<file path="src/rtl/trap_monitor_mc.sv">
// Multi-core trap/termination monitor: records per-core traps, counts cycles and
// retired instructions, watches for commit hangs and resolves a single run verdict.
module trap_monitor_mc #(
  parameter int          NUM_CORES     = 2,
  parameter int          PC_W          = 64,
  parameter int          CNT_W         = 64,
  parameter int          CMT_W         = 3,
  parameter int          TIMEOUT       = 5000,
  parameter int          STOP_ON_FIRST = 1,
  parameter logic [31:0] HANG_CODE     = 32'hFFFF_FFFE,
  localparam int         CORE_W        = (NUM_CORES > 1) ? $clog2(NUM_CORES) : 1
) (
  input  logic                       clk,
  input  logic                       reset,
  input  logic [NUM_CORES-1:0]       trap_valid,
  input  logic [32*NUM_CORES-1:0]    trap_code,
  input  logic [PC_W*NUM_CORES-1:0]  trap_pc,
  input  logic [CMT_W*NUM_CORES-1:0] commit_num,
  output logic                       done,
  output logic                       done_pulse,
  output logic                       hang,
  output logic [31:0]                result_code,
  output logic [CORE_W-1:0]          result_core,
  output logic [PC_W-1:0]            result_pc,
  output logic [NUM_CORES-1:0]       trapped_mask,
  output logic [CNT_W-1:0]           cycle_cnt,
  output logic [CNT_W*NUM_CORES-1:0] instr_cnt,
  output logic [1:0]                 state_dbg
);

  localparam int IDLE_W = (TIMEOUT > 1) ? $clog2(TIMEOUT) : 1;
  localparam int SUM_W  = CNT_W + 1;

  typedef enum logic [1:0] {S_RUN = 2'd0, S_DONE = 2'd1, S_HUNG = 2'd2} state_t;

  state_t               state_q, state_d;
  logic                 done_d, pulse_d, hang_d;
  logic [31:0]          rcode_d;
  logic [CORE_W-1:0]    rcore_d;
  logic [PC_W-1:0]      rpc_d;
  logic [NUM_CORES-1:0] mask_d, cap, tmo;
  logic [CNT_W-1:0]     cycle_d;
  logic [31:0]          rec_code_q [NUM_CORES];
  logic [31:0]          rec_code_d [NUM_CORES];
  logic [PC_W-1:0]      rec_pc_q   [NUM_CORES];
  logic [PC_W-1:0]      rec_pc_d   [NUM_CORES];
  logic [IDLE_W-1:0]    idle_q     [NUM_CORES];
  logic [IDLE_W-1:0]    idle_d     [NUM_CORES];
  logic [CNT_W-1:0]     instr_q    [NUM_CORES];
  logic [CNT_W-1:0]     instr_d    [NUM_CORES];
  logic [CMT_W-1:0]     cmt;
  logic [SUM_W-1:0]     sum;

  always_comb begin
    state_d    = state_q;
    done_d     = done;
    pulse_d    = 1'b0;
    hang_d     = hang;
    rcode_d    = result_code;
    rcore_d    = result_core;
    rpc_d      = result_pc;
    mask_d     = trapped_mask;
    cycle_d    = cycle_cnt;
    rec_code_d = rec_code_q;
    rec_pc_d   = rec_pc_q;
    idle_d     = idle_q;
    instr_d    = instr_q;
    cap        = '0;
    tmo        = '0;
    cmt        = '0;
    sum        = '0;
    if (state_q == S_RUN) begin
      if (~&cycle_cnt) cycle_d = cycle_cnt + 1'b1;
      // Capture first, so a trap in the same cycle as a timeout takes precedence.
      for (int i = 0; i < NUM_CORES; i++) begin
        cmt = commit_num[i*CMT_W +: CMT_W];
        if (!trapped_mask[i]) begin
          sum        = {1'b0, instr_q[i]} + SUM_W'(cmt);
          instr_d[i] = sum[CNT_W] ? '1 : sum[CNT_W-1:0];
          if (trap_valid[i]) begin
            cap[i]        = 1'b1;
            rec_code_d[i] = trap_code[i*32 +: 32];
            rec_pc_d[i]   = trap_pc[i*PC_W +: PC_W];
            idle_d[i]     = '0;
          end else if (cmt != '0) begin
            idle_d[i] = '0;
          end else if (TIMEOUT > 0 && idle_q[i] == IDLE_W'(TIMEOUT - 1)) begin
            tmo[i] = 1'b1;
          end else begin
            idle_d[i] = idle_q[i] + 1'b1;
          end
        end
      end
      mask_d = trapped_mask | cap;
      if (STOP_ON_FIRST != 0 && cap != '0) begin
        state_d = S_DONE;
        for (int i = NUM_CORES - 1; i >= 0; i--) begin
          if (cap[i]) begin
            rcore_d = CORE_W'(i);
            rcode_d = rec_code_d[i];
            rpc_d   = rec_pc_d[i];
          end
        end
      end else if (STOP_ON_FIRST == 0 && &mask_d) begin
        state_d = S_DONE;
        rcore_d = '0;
        rcode_d = rec_code_d[0];
        rpc_d   = rec_pc_d[0];
        for (int i = NUM_CORES - 1; i >= 0; i--) begin
          if (rec_code_d[i] != 32'd0) begin
            rcore_d = CORE_W'(i);
            rcode_d = rec_code_d[i];
            rpc_d   = rec_pc_d[i];
          end
        end
      end else if (tmo != '0) begin
        state_d = S_HUNG;
        hang_d  = 1'b1;
        rcode_d = HANG_CODE;
        rpc_d   = '0;
        for (int i = NUM_CORES - 1; i >= 0; i--) begin
          if (tmo[i]) rcore_d = CORE_W'(i);
        end
      end
      if (state_d != S_RUN) begin
        done_d  = 1'b1;
        pulse_d = 1'b1;
      end
    end
  end

  always_ff @(posedge clk or posedge reset) begin
    if (reset) begin
      state_q      <= S_RUN;
      done         <= 1'b0;
      done_pulse   <= 1'b0;
      hang         <= 1'b0;
      result_code  <= 32'hFFFF_FFFF;
      result_core  <= '0;
      result_pc    <= '0;
      trapped_mask <= '0;
      cycle_cnt    <= '0;
      for (int i = 0; i < NUM_CORES; i++) begin
        rec_code_q[i] <= '0;
        rec_pc_q[i]   <= '0;
        idle_q[i]     <= '0;
        instr_q[i]    <= '0;
      end
    end else begin
      state_q      <= state_d;
      done         <= done_d;
      done_pulse   <= pulse_d;
      hang         <= hang_d;
      result_code  <= rcode_d;
      result_core  <= rcore_d;
      result_pc    <= rpc_d;
      trapped_mask <= mask_d;
      cycle_cnt    <= cycle_d;
      rec_code_q   <= rec_code_d;
      rec_pc_q     <= rec_pc_d;
      idle_q       <= idle_d;
      instr_q      <= instr_d;
    end
  end

  always_comb begin
    instr_cnt = '0;
    for (int i = 0; i < NUM_CORES; i++) instr_cnt[i*CNT_W +: CNT_W] = instr_q[i];
  end

  assign state_dbg = state_q;

endmodule

</file>
<file path="config.mk">
export PLATFORM = sky130hd
export DESIGN_NAME = trap_monitor_mc
export DESIGN_NICKNAME = d
export VERILOG_FILES = /design/src/rtl/trap_monitor_mc.sv
export SDC_FILE = /design/constraint.sdc
export NUM_CORES = 1
export LEC_CHECK = 0
export CAP_MARGIN = 20
export CORE_AREA = 2 2 192 194
export DETAILED_ROUTE_END_ITERATION = 8
export DIE_AREA = 0 0 194 196
export MAX_ROUTING_LAYER = met4
export PLACE_DENSITY = 0.88
export SYNTH_ARGS = -nofsm -noshare
export SYNTH_HDL_FRONTEND = slang
export SYNTH_SLANG_ARGS = --single-unit
</file>
<file path="constraint.sdc">
create_clock -name clk -period 17.9 [get_ports clk]
set_clock_uncertainty 0.2 [all_clocks]
set_input_delay 1.79 -clock clk [delete_from_list [all_inputs] [get_ports clk]]
set_output_delay 1.79 -clock clk [all_outputs]
set_load 0.01 [all_outputs]
</file>
### Word level (Yosys, flattened, before mapping)

Cells that the tools add are included.

| storage, ports and cells | value |
|---|---|
| input bits | 202 |
| output and inout bits | 296 |
| bits in registers | 514 |
| logic and storage cells | 101 |

| cells by class | value |
|---|---|
| mux-type cells | 51 |
| reductions and logical operators | 18 |
| bitwise logic cells | 5 |
| equal/unequal tests | 5 |
| $add $sub $neg | 5 |

Operators with widths:

| cell | count |
|---|---|
| 64-bit 2-to-1 mux | 10 |
| 32-bit 2-to-1 mux | 8 |
| 64-bit by 3-bit adder with 65-bit output | 2 |
| 13-bit 2-to-1 mux | 6 |
| 64-bit by 1-bit adder with 64-bit output (second input constant) | 1 |
| 64-bit AND reduction | 1 |
| 13-bit by 1-bit adder with 13-bit output (second input constant) | 2 |
| 13-bit == test (second input constant) | 2 |
| 1-bit 2-to-1 mux | 24 |
| 3-bit AND reduction | 4 |
| 3-bit inequality test (second input constant) | 3 |
| 3-bit nonzero test | 3 |
| 2-bit AND reduction | 4 |
| 2-bit nonzero test | 4 |
| 2-bit 2-to-1 mux | 3 |
| 1-bit NOT | 4 |
| 4-bit AND reduction | 1 |
| 2-bit logical NOT | 1 |
| 2-bit OR | 1 |

### Logic depth before layout (Yosys ltp)

Gate-level depths: netlist (run 1).

| depth | value |
|---|---|
| word-level depth | 13 |
| mapped depth | 11 |
| depth with buffers taken out | 8 |

### Worst setup path after synthesis (run 1)

No wires, ideal clock.

| timing path | value |
|---|---|
| kind | input to register |
| from | in trap_valid[0] |
| to | reg result_pc[10] |
| library setup time | 0.132 ns |
| cell stages on the path | 11 |
| data arrival time | 3.606 ns |
| path buffers | 5 |
| slack | 13.962 ns |
| data required time | 17.568 ns |
| cell sequence | or4_1 -> buf_2 -> nor4_4 -> o21ai_1 -> and3_1 -> buf_2 -> buf_6 -> buf_6 -> buf_2 -> nand2_1 -> o21ai_1 |

| on the way | value |
|---|---|
| longest elaborated chain between the ends | 6 |
| elaborated cells on any way between the ends | 15 |
| those cells by class | eq/ne (1); mux (10); reduce/logical (4) |

Ends and longest elaborated chain:

| what | line | RTL |
|---|---|---|
| from (decl) | 15 | `input logic [NUM_CORES-1:0] trap_valid,` |
| 1-bit 2-to-1 mux | 80 | `if (trap_valid[i]) begin` |
| 1-bit 2-to-1 mux | 77 | `if (!trapped_mask[i]) begin` |
| 1-bit 2-to-1 mux | 72 | `if (state_q == S_RUN) begin` |
| 2-bit nonzero test, on equally long branches | 95, 116 |  |
| 3-bit inequality test (no source line) / 2-bit nonzero test (equally long branches) | -- |  |
| 3-bit AND reduction (no source line) | -- |  |
| to (signal assigned) | 156 | `result_pc <= rpc_d;` |
| to (decl) | 24 | `output logic [PC_W-1:0] result_pc,` |

Parallel ways exist; a longest one is shown, timed or not. The select of a mux whose other input is x is not followed.
A chain may end at the register's enable or synchronous reset.

### Final worst setup path (run 1)

| timing path | value |
|---|---|
| from | in trap_valid[0] |
| to | reg result_pc[39] |

Same word-level chain as after synthesis.

==> summary.txt, run 1 <==
Clock tree
  • Insertion delay to the later sink of the worst-skew pair: 520 ps
  • CTS tree: built
  • H-tree levels: 2
  • Cts hold-fix bufs: 0
  • Clock slew seen by the registers of the worst setup and hold paths: 60 ps
  • Post_cts resized: 0
  • Clk root buf: clkbuf_16
  • CTS max path bufs: 3
  • TritonCTS Sinks: 322
  • Cts bufs inserted: 37
  • Post-CTS Setup Repair Bufs: 0

Route
  • Total number of vias: 15,326
  • Routed Wire Length: 52,870 um
  • First-pass detailed-route iteration total: 7
  • ANT nets after route: 0
  • Vias per cell: 5.788
  • Average wire per standard cell: 19.97 um
  • DRC: 0
  • DR iter-0 viols: 1,351

Yosys
  • Synth Net Count: 1,898
  • Syn avg cell area: 9.467 um^2
  • Async SR Flop Fraction: 100.0%
  • Count leader, synth: nand2_1
  • Commonest register cell after synthesis: dfrtp_1
  • Post-synth EDFFs: 0
  • FF+latch count, synth: 322
  • Yosys top cell area share: 45.49%
  • Seq/Total Area, Yosys: 50.76%
  • Area contributors post-synth: dfrtp_1 45%, nand2_1 7.2%, xor2_1 5.7%
  • Yosys cell types: 49
  • Yosys top cell by area: dfrtp_1
  • Ys Warns: 0
  • Commonest cells in the netlist: 305 x nand2_1, 290 x dfrtp_1, 108 x nand3_1, 104 x xor2_1, 96 x o21ai_0
  • Cell Area, Synth: 0.01595 mm^2
  • Cells after Synth: 1,685

STA
  • Final setup margin: 13,100 ps
  • Max Fclk: 208.3 MHz
  • Hold slack: 268.9 ps
  • Slew Limit Fails: 0
  • Worst Tran Pin Value: 1003 ps
  • RSZ-0062 raised after global routing: false
  • Final setup vio count: 0
  • Fin crit period: 4800 ps
  • Final hold vios: 0
  • Final setup TNS: 0 ps
  • Worst slew margin: 33.11%
  • Period utilization: 26.82%

Critical path
  • Worst-path fanout max: 107
  • Cells along the critical path: clkdlybuf4s50_1 > or4_1 > nor4_4 > o21ai_1 > and3_4 > buf_4 > o21ai_0
  • Crit path kind: in2reg
  • Worst path max stage delay: 830 ps
  • Crit path DAT: 4940 ps
  • Startpoint Class: input port
  • CP required: 18,040 ps
  • Crit end category: register
  • Slowest-stage cell, CP: and3_4

Cells and area
  • Area of the multi-input gates: 0.007398 mm^2
  • NumNets Final: 2,365
  • Antenna diodes: 0
  • Design Area, Final: 0.02245 mm^2
  • Ratio of cells with drive above 1 in the final layout: 5.872%
  • Sequential Area: 0.008098 mm^2
  • Area growth from synthesis to layout: 40.72%
  • Non-filler instance count after layout: 2,648
  • Fillcell total: 2,793

Pwr
  • Leak pwr: 9.761 nW
  • Max VDD drop: 0.1015 mV
  • Clock power frac: 31.6%
  • Sw power: 0.0006868 W
  • Gate power share: 26.9%
  • Seq pwr share: 41.5%
  • Switch share: 29.34%
  • Cell area power density: 104.3 mW/mm^2
  • P_int: 0.001654 W

Hold path
  • Worst Hold Class: reg2reg

Placed design
  • Dpl ws: 12,610 ps
  • DP Area: 0.02124 mm^2
  • GPL Wtd Cong: 0.9431
  • PortBufs: 497
  • DP HPWL: 38,070 um
  • Dpl cells: 2,580

Floorplan
  • Die ar.: 0.03802 mm^2
  • Initial Util: 44.21%
  • Die width: 194 um
  • I/O pins: 498
  • FP Rows: 70
  • CORE AREA: 0.03608 mm^2
  • Die Y: 196 um

Global route
  • Total GRT Usage: 27.14%
  • Vias in the first global route: 14,849
  • GRT Residual Overflow: 0
  • Largest net degree at the start of global routing: 110
  • First-pass GRT wire length: 81,100 um
  • Initial antenna violation count: 0

Job
  • Maxcap violations: 0

Status
  • Status: finished, final reports clean
## per-stage QoR
step	power, W	util [%]
3_5_place_dp	0.001612	58.86
2_1_floorplan	0.001209	-
4_1_cts	0.002355	62.15
6_report	0.002341	62.21
5_1_grt	0.002448	62.21
3_3_place_gp	0.001584	58.86
## cells in the final DEF, fill, tap and decap left out, types with 5 or more instances in the layout
master / n
and3_1: 45
and4_1: 20
clkdlybuf4s50_1: 497
and2_1: 14
nand2b_1: 5
buf_4: 14
clkbuf_1: 15
or2_2: 8
o21ai_1: 35
or3_1: 18
nor2_1: 71
ha_1: 9
a22oi_1: 65
nor4_1: 45
nor3_1: 58
dfrtp_1: 290
inv_1: 18
nor4_2: 5
a21oi_1: 13
o22ai_1: 31
nand4_1: 75
clkbuf_16: 38
o21ai_0: 96
dfstp_2: 32
nand2_1: 304
or4_1: 9
clkbuf_8: 8
xnor2_1: 78
a21o_1: 7
xor2_1: 104
nand3_1: 108
## critical path, delay by kind of cell
family | cells | cell delay, ps
compound gates | 2 | 360
buf+inv | 2 | 1430
simple gates | 3 | 1280
## routing by layer
| metal | up-vias | wire length, um | global-route usage, % |
|---|---|---|---|
| li1 | 6959 | - | - |
| met1 | 7411 | 20190 | 32.20 |
| met2 | 779 | 26010 | 44.62 |
| met3 | 177 | 4327 | 6.137 |
| met4 | 0 | 2343 | 11.64 |
| met5 | - | 0 | - |
## kinds of logic after synthesis
family	synth area share, %
flops	50.76
fa+ha+maj	0.9570
xor+xnor	9.993
compound gates	9.797
mux	0.1412
simple gates	25.25
buf+inv	3.098
## power groups by stage
stage               Sequential (W)  Clock, W  Combinational [W]
CTS                       0.000971  0.000751           0.000633
global placement          0.000974         0           0.000609
detailed placement        0.000983         0           0.000630
floorplan                  0.00103         0           0.000181
finish                    0.000972  0.000740           0.000629
global route              0.000987  0.000786           0.000675
## registers in the layout, indices dropped and copies added (netlist names)
signal        flops
instr_cnt       128
result_pc        64
done              1
trapped_mask      2
cycle_cnt        64
result_code      32
state_dbg         2
hang              1
idle_q           26
done_pulse        1
result_core       1
## worst paths after layout
| path | startpoint | to | slack [ps] | cells after the start |
|---|---|---|---|---|
| setup / recovery | trap_valid[0] | result_pc[39] | 13100 | 7 |
| hold / removal | done | done | 270 | 1 |
| setup reg to reg | instr_cnt[84] | instr_cnt[98] | 14290 | 7 |
| hold reg to reg | done | done | 270 | 1 |
| max in group asynchronous | reset | instr_cnt[109] | 13500 | 4 |
| min in group asynchronous | reset | result_pc[45] | 1610 | 2 |
## final cells by class
| type | count | area share, % |
|---|---|---|
| Tap cell | 468 | 2.609 |
| Timing Repair Buffer | 512 | 22.72 |
| Clock buffer | 61 | 4.977 |
| Sequential cell | 322 | 36.07 |
| Multi-Input combinational cell | 1260 | 32.96 |
| Inverter | 19 | 0.3512 |
| Clock inverter | 6 | 0.3121 |
Note: power is estimated with default switching activity, not from simulation.
==> run 2: changes to the inputs <==
clock period = 5 ns   (was 17.9 ns; I/O delays follow)
==> run 2 against run 1 <==
Compared with the run above: power grew to 3.6 times the previous value; wire length is 0.99% higher; sequential power grew to 3.6 times the previous value; clock power grew to 3.6 times the previous value; worst setup slack worse by 12000 ps; hold slack better by 3.8 ps; combinational power grew to 3.6 times the previous value; sequential share of layout area is 0.14 points lower; largest power group unchanged.
==> summary.txt, run 2 (same netlist as run 1, synthesis figures left out) <==
Clock tree
  • Clk root buf: clkbuf_16
  • Cts hold-fix bufs: 0
  • TritonCTS Sinks: 322
  • CTS max path bufs: 3
  • Insertion delay to the later sink of the worst-skew pair: 520 ps
  • Post-CTS Setup Repair Bufs: 0
  • Cts bufs inserted: 35
  • CTS tree: built
  • H-tree levels: 2
  • Post_cts resized: 0
  • Clock slew seen by the registers of the worst setup and hold paths: 60 ps

Pwr
  • Cell area power density: 373.8 mW/mm^2
  • Leak pwr: 9.805 nW
  • Max VDD drop: 0.2930 mV

Critical path
  • Reg2Reg Setup Slack: 1530 ps
  • Worst Setup EP: instr_cnt[27]
  • Startpoint Class: input port
  • Critical R2R Capture: instr_cnt[27]
  • Worst-path fanout max: 62
  • Crit path kind: in2reg
  • CP required: 5120 ps
  • Reg-to-Reg Start: instr_cnt[0]
  • Crit path DAT: 3630 ps
  • FF-to-FF path depth: 6
  • Launch point of the worst path: commit_num[0]
  • Crit end category: register

Route
  • First-pass detailed-route iteration total: 6
  • Vias per cell: 5.824
  • Total number of vias: 15,439
  • DRC: 0
  • Routed Wire Length: 53,400 um
  • DR iter-0 viols: 1,456
  • ANT nets after route: 0
  • Average wire per standard cell: 20.14 um

Global route
  • Initial antenna violation count: 0
  • Largest net degree at the start of global routing: 131
  • GRT Residual Overflow: 0
  • First-pass GRT wire length: 83,610 um
  • Vias in the first global route: 14,990
  • Total GRT Usage: 28.01%

STA
  • Fin crit period: 3509 ps
  • Worst slew margin: 27.04%
  • Final hold vios: 0
  • Max Fclk: 285.0 MHz
  • Final setup vio count: 0
  • Slew Limit Fails: 0
  • Period utilization: 70.18%
  • Final setup TNS: 0 ps
  • RSZ-0062 raised after global routing: false
  • Worst Tran Pin Value: 1094 ps

Floorplan
  • FP Rows: 70
  • Die width: 194 um
  • CORE AREA: 0.03608 mm^2
  • Die ar.: 0.03802 mm^2
  • I/O pins: 498
  • Die Y: 196 um
  • Initial Util: 44.21%

Cells and area
  • Most common cell after layout, fill and taps aside: clkdlybuf4s50_1
  • Most frequent cells in the layout: 497 x clkdlybuf4s50_1, 304 x nand2_1, 290 x dfrtp_1
  • Design Area, Final: 0.02253 mm^2
  • Fillcell total: 2,797
  • Sequential Area: 0.008098 mm^2
  • Area growth from synthesis to layout: 41.27%
  • NumNets Final: 2,369
  • Largest register FFs: 128
  • Ratio of cells with drive above 1 in the final layout: 6.322%
  • Area of the multi-input gates: 0.007398 mm^2
  • Antenna diodes: 0

Status
  • Status: finished, final reports clean

Placed design
  • DP HPWL: 38,870 um
  • DP Area: 0.02133 mm^2
  • PortBufs: 497
  • GPL Wtd Cong: 0.9276

Hold path
  • Worst Hold Class: reg2reg

Job
  • Maxcap violations: 0
## run 2: cell types whose count changed in the layout (fill, tap and decap cells not counted), sizes merged
| cell | delta |
|---|---|
| clkbuf | -9 |
| buf | +6 |
| clkinv | +3 |
| bufinv | +2 |
| clkinvlp | +2 |
| inv | -1 |
## run 2: per-stage QoR
step / hold WS (ps) / util [%] / setup slack, ps / power, W / cells
global route: 295.4 / 62.45 / 1303 / 0.008815 / 2651
global placement: 251.6 / 59.10 / 1198 / 0.005681 / 2585
finish: 272.6 / 62.45 / 1491 / 0.008424 / 2651
floorplan: 262.3 / - / 31.35 / 0.004329 / 1685
CTS: 278.9 / 62.43 / 1580 / 0.008486 / 2650
detailed placement: 254.0 / 59.12 / 1037 / 0.005784 / 2586
## run 2: worst min-delay path by stage
stage / slack (ps) / cells past startpoint / to / from
final: 270 / 2 / result_code[20] / result_code[20]
after detailed placement: 250 / 1 / hang / hang
after global routing: 300 / 1 / hang / hang
after CTS: 280 / 2 / result_code[20] / result_code[20]
after global placement: 250 / 2 / result_code[20] / result_code[20]
after floorplan: 260 / 1 / idle_q[19] / idle_q[19]
## run 2: final cells by class
class                   instances  area share [%]
inverters                      19          0.3331
well taps                     468           2.599
clock inverters                12          0.6941
flip-flops and latches        322           35.94
multi-input cells            1260           32.83
repair buffers                518           22.99
clock buffers                  52           4.620
## run 2: critical path, stage by stage
cell,delay (ps)
clkdlybuf4s50_1,440
ha_1,250
fa_1,440
a21oi_1,230
or4_1,520
or3_2,960
o21ai_0,270
## run 2: report_power, final
| part | switching (W) | internal (W) | leakage [nW] |
|---|---|---|---|
| sequential | 0.000315 | 0.00315 | 4.30 |
| clock | 0.00107 | 0.00161 | 0.588 |
| combinational | 0.00108 | 0.00120 | 4.92 |
## run 2: routing by layer
layer / global-route usage [%] / vias up / wire, um
li1: - / 6947 / -
met1: 34.52 / 7531 / 20630
met2: 45.93 / 809 / 26290
met3: 5.656 / 152 / 4438
met4: 10.13 / 0 / 2038
met5: - / - / 0
==> run 3: changes to the inputs <==
CORE_AREA = 2 2 198 200   (was 2 2 192 194)
DIE_AREA = 0 0 200 202   (was 0 0 194 196)
PLACE_DENSITY = 0.87   (was 0.88)
clock period = 3.1 ns   (was 5 ns; I/O delays follow)
==> run 3 against run 2 <==
Compared with the run above: critical path depth decreased by 1; wire length is 3.1% higher; design area up 2.9%; register-to-register slack lost 1300 ps; global-route usage fell by 0.46 points; first-iteration DRC count fell by 14%; final cell count rose by 3.7%; largest power group unchanged; highest routed layer unchanged.
==> summary.txt, run 3 (same netlist as run 1, synthesis figures left out) <==
Placed design
  • DP Area: 0.02180 mm^2
  • GPL Wtd Cong: 0.9383
  • DP HPWL: 40,340 um
  • Dpl cells: 2,680
  • PortBufs: 497

STA
  • Fin crit period: 2911 ps
  • Worst Tran Pin Value: 777.0 ps
  • Max Fclk: 343.6 MHz
  • Final setup TNS: 0 ps
  • Worst slew margin: 47.77%
  • RSZ-0062 raised after global routing: false
  • Final setup vio count: 0
  • Final hold vios: 0
  • Period utilization: 93.89%
  • Slew Limit Fails: 0

Hold path
  • Worst Hold Class: in2async

Clock tree
  • Cts hold-fix bufs: 0
  • CTS tree: built
  • H-tree levels: 2
  • CTS max path bufs: 3
  • Clk root buf: clkbuf_16
  • TritonCTS Sinks: 322
  • Clock slew seen by the registers of the worst setup and hold paths: 60 ps
  • Post_cts resized: 0
  • Insertion delay to the later sink of the worst-skew pair: 520 ps
  • Post-CTS Setup Repair Bufs: 0
  • Cts bufs inserted: 37

Floorplan
  • Die ar.: 0.04040 mm^2
  • Die width: 200 um
  • Initial Util: 41.66%
  • Die Y: 202 um
  • I/O pins: 498
  • CORE AREA: 0.03829 mm^2
  • FP Rows: 72

Global route
  • Total GRT Usage: 27.56%
  • Vias in the first global route: 15,539
  • Initial antenna violation count: 2
  • GRT Residual Overflow: 0
  • Largest net degree at the start of global routing: 72
  • GR Util met1: 32.46%
  • Met2 usage: 44.36%
  • GR Util met3: 5.440%
  • First-pass GRT wire length: 85,640 um
  • Busiest grt layer: met2

Pwr
  • Max VDD drop: 0.3450 mV
  • Total Power: 0.01420 W
  • Leak pwr: 10.11 nW
  • Cell area power density: 612.6 mW/mm^2

Route
  • DRC: 0
  • Vias per cell: 5.654
  • Routed Wire Length: 55,040 um
  • DR iter-0 viols: 1,250
  • First-pass detailed-route iteration total: 7
  • Average wire per standard cell: 20.02 um
  • ANT nets after route: 0
  • Total number of vias: 15,542

Critical path
  • Worst-path fanout max: 9
  • Crit path DAT: 3090 ps
  • Crit path kind: reg2reg
  • Crit end category: register
  • Startpoint Class: register
  • CP required: 3280 ps

Cells and area
  • Non-filler instance count after layout: 2,749
  • Ratio of cells with drive above 1 in the final layout: 8.434%
  • Area growth from synthesis to layout: 45.30%
  • NumNets Final: 2,414
  • Sequential Area: 0.008098 mm^2
  • Most common cell after layout, fill and taps aside: clkdlybuf4s50_1
  • Design Area, Final: 0.02318 mm^2
  • Largest register FFs: 128
  • Fillcell total: 3,032
  • Area of the multi-input gates: 0.007405 mm^2
  • Most frequent cells in the layout: 497 x clkdlybuf4s50_1, 304 x nand2_1, 290 x dfrtp_1

Job
  • Maxcap violations: 0

Status
  • Status: finished, final reports clean
[run 3: changes by cell type in the layout (fill, tap and decap cells not counted), moves of 2 or more]
cell,delta
clkbuf_1,-3
clkbuf_16,+3
diode_2,+2
buf_12,+6
inv_6,+2
clkinv_2,-2
bufinv_16,+4
buf_4,+38
[run 3: per-layer routing]
metal  vias up  wire length [um]
li1       7052                 -
met1      7467             20610
met2       808             26650
met3       215              4598
met4         0              3182
met5         -                 0
[run 3: area by class of cell]
class | count | area share [%]
Sequential cell | 322 | 34.94
Multi-Input combinational cell | 1260 | 31.95
Timing Repair Buffer | 561 | 24.08
Clock buffer | 51 | 4.707
Tap cell | 518 | 2.796
Clock inverter | 16 | 1.188
Inverter | 19 | 0.3239
Antenna cell | 2 | 0.02159
[run 3: final timing paths]
check | startpoint | endpoint | slack (ps) | depth (start not counted)
setup / recovery | cycle_cnt[2] | cycle_cnt[48] | 190 | 6
hold / removal | reset | cycle_cnt[37] | 90 | 2
setup reg to reg | cycle_cnt[2] | cycle_cnt[48] | 190 | 6
hold reg to reg | hang | hang | 260 | 1
max in group asynchronous | reset | result_code[29] | 1800 | 3
min in group clk | trap_code[39] | result_code[7] | 180 | 3
[run 3: worst max-delay path, stage by stage (launching register included)]
cell,delay [ps]
dfrtp_1,470
and4_1,360
nand4_1,260
nor2_1,330
nand3_1,400
nor4b_1,620
xor2_1,120
[run 3: per-stage QoR]
| stage | setup WS (ps) | hold slack (ps) | util [%] |
|---|---|---|---|
| 2_1_floorplan | -1679 | 226.9 | - |
| 3_3_place_gp | 157.7 | 253.1 | 56.94 |
| 3_5_place_dp | 51.55 | 253.8 | 56.94 |
| 4_1_cts | 178.8 | 84.62 | 60.51 |
| 5_1_grt | 41.94 | 125.1 | 60.54 |
| 6_report | 189.5 | 86.00 | 60.54 |
[run 3: power by group]
part	leakage [nW]	total (W)	internal (W)	switching (W)
clock network	0.666	0.00486	0.00306	0.00180
logic	5.14	0.00374	0.00199	0.00175
registers	4.30	0.00561	0.00509	0.000519
total	10.1	0.0142	0.0101	0.00406
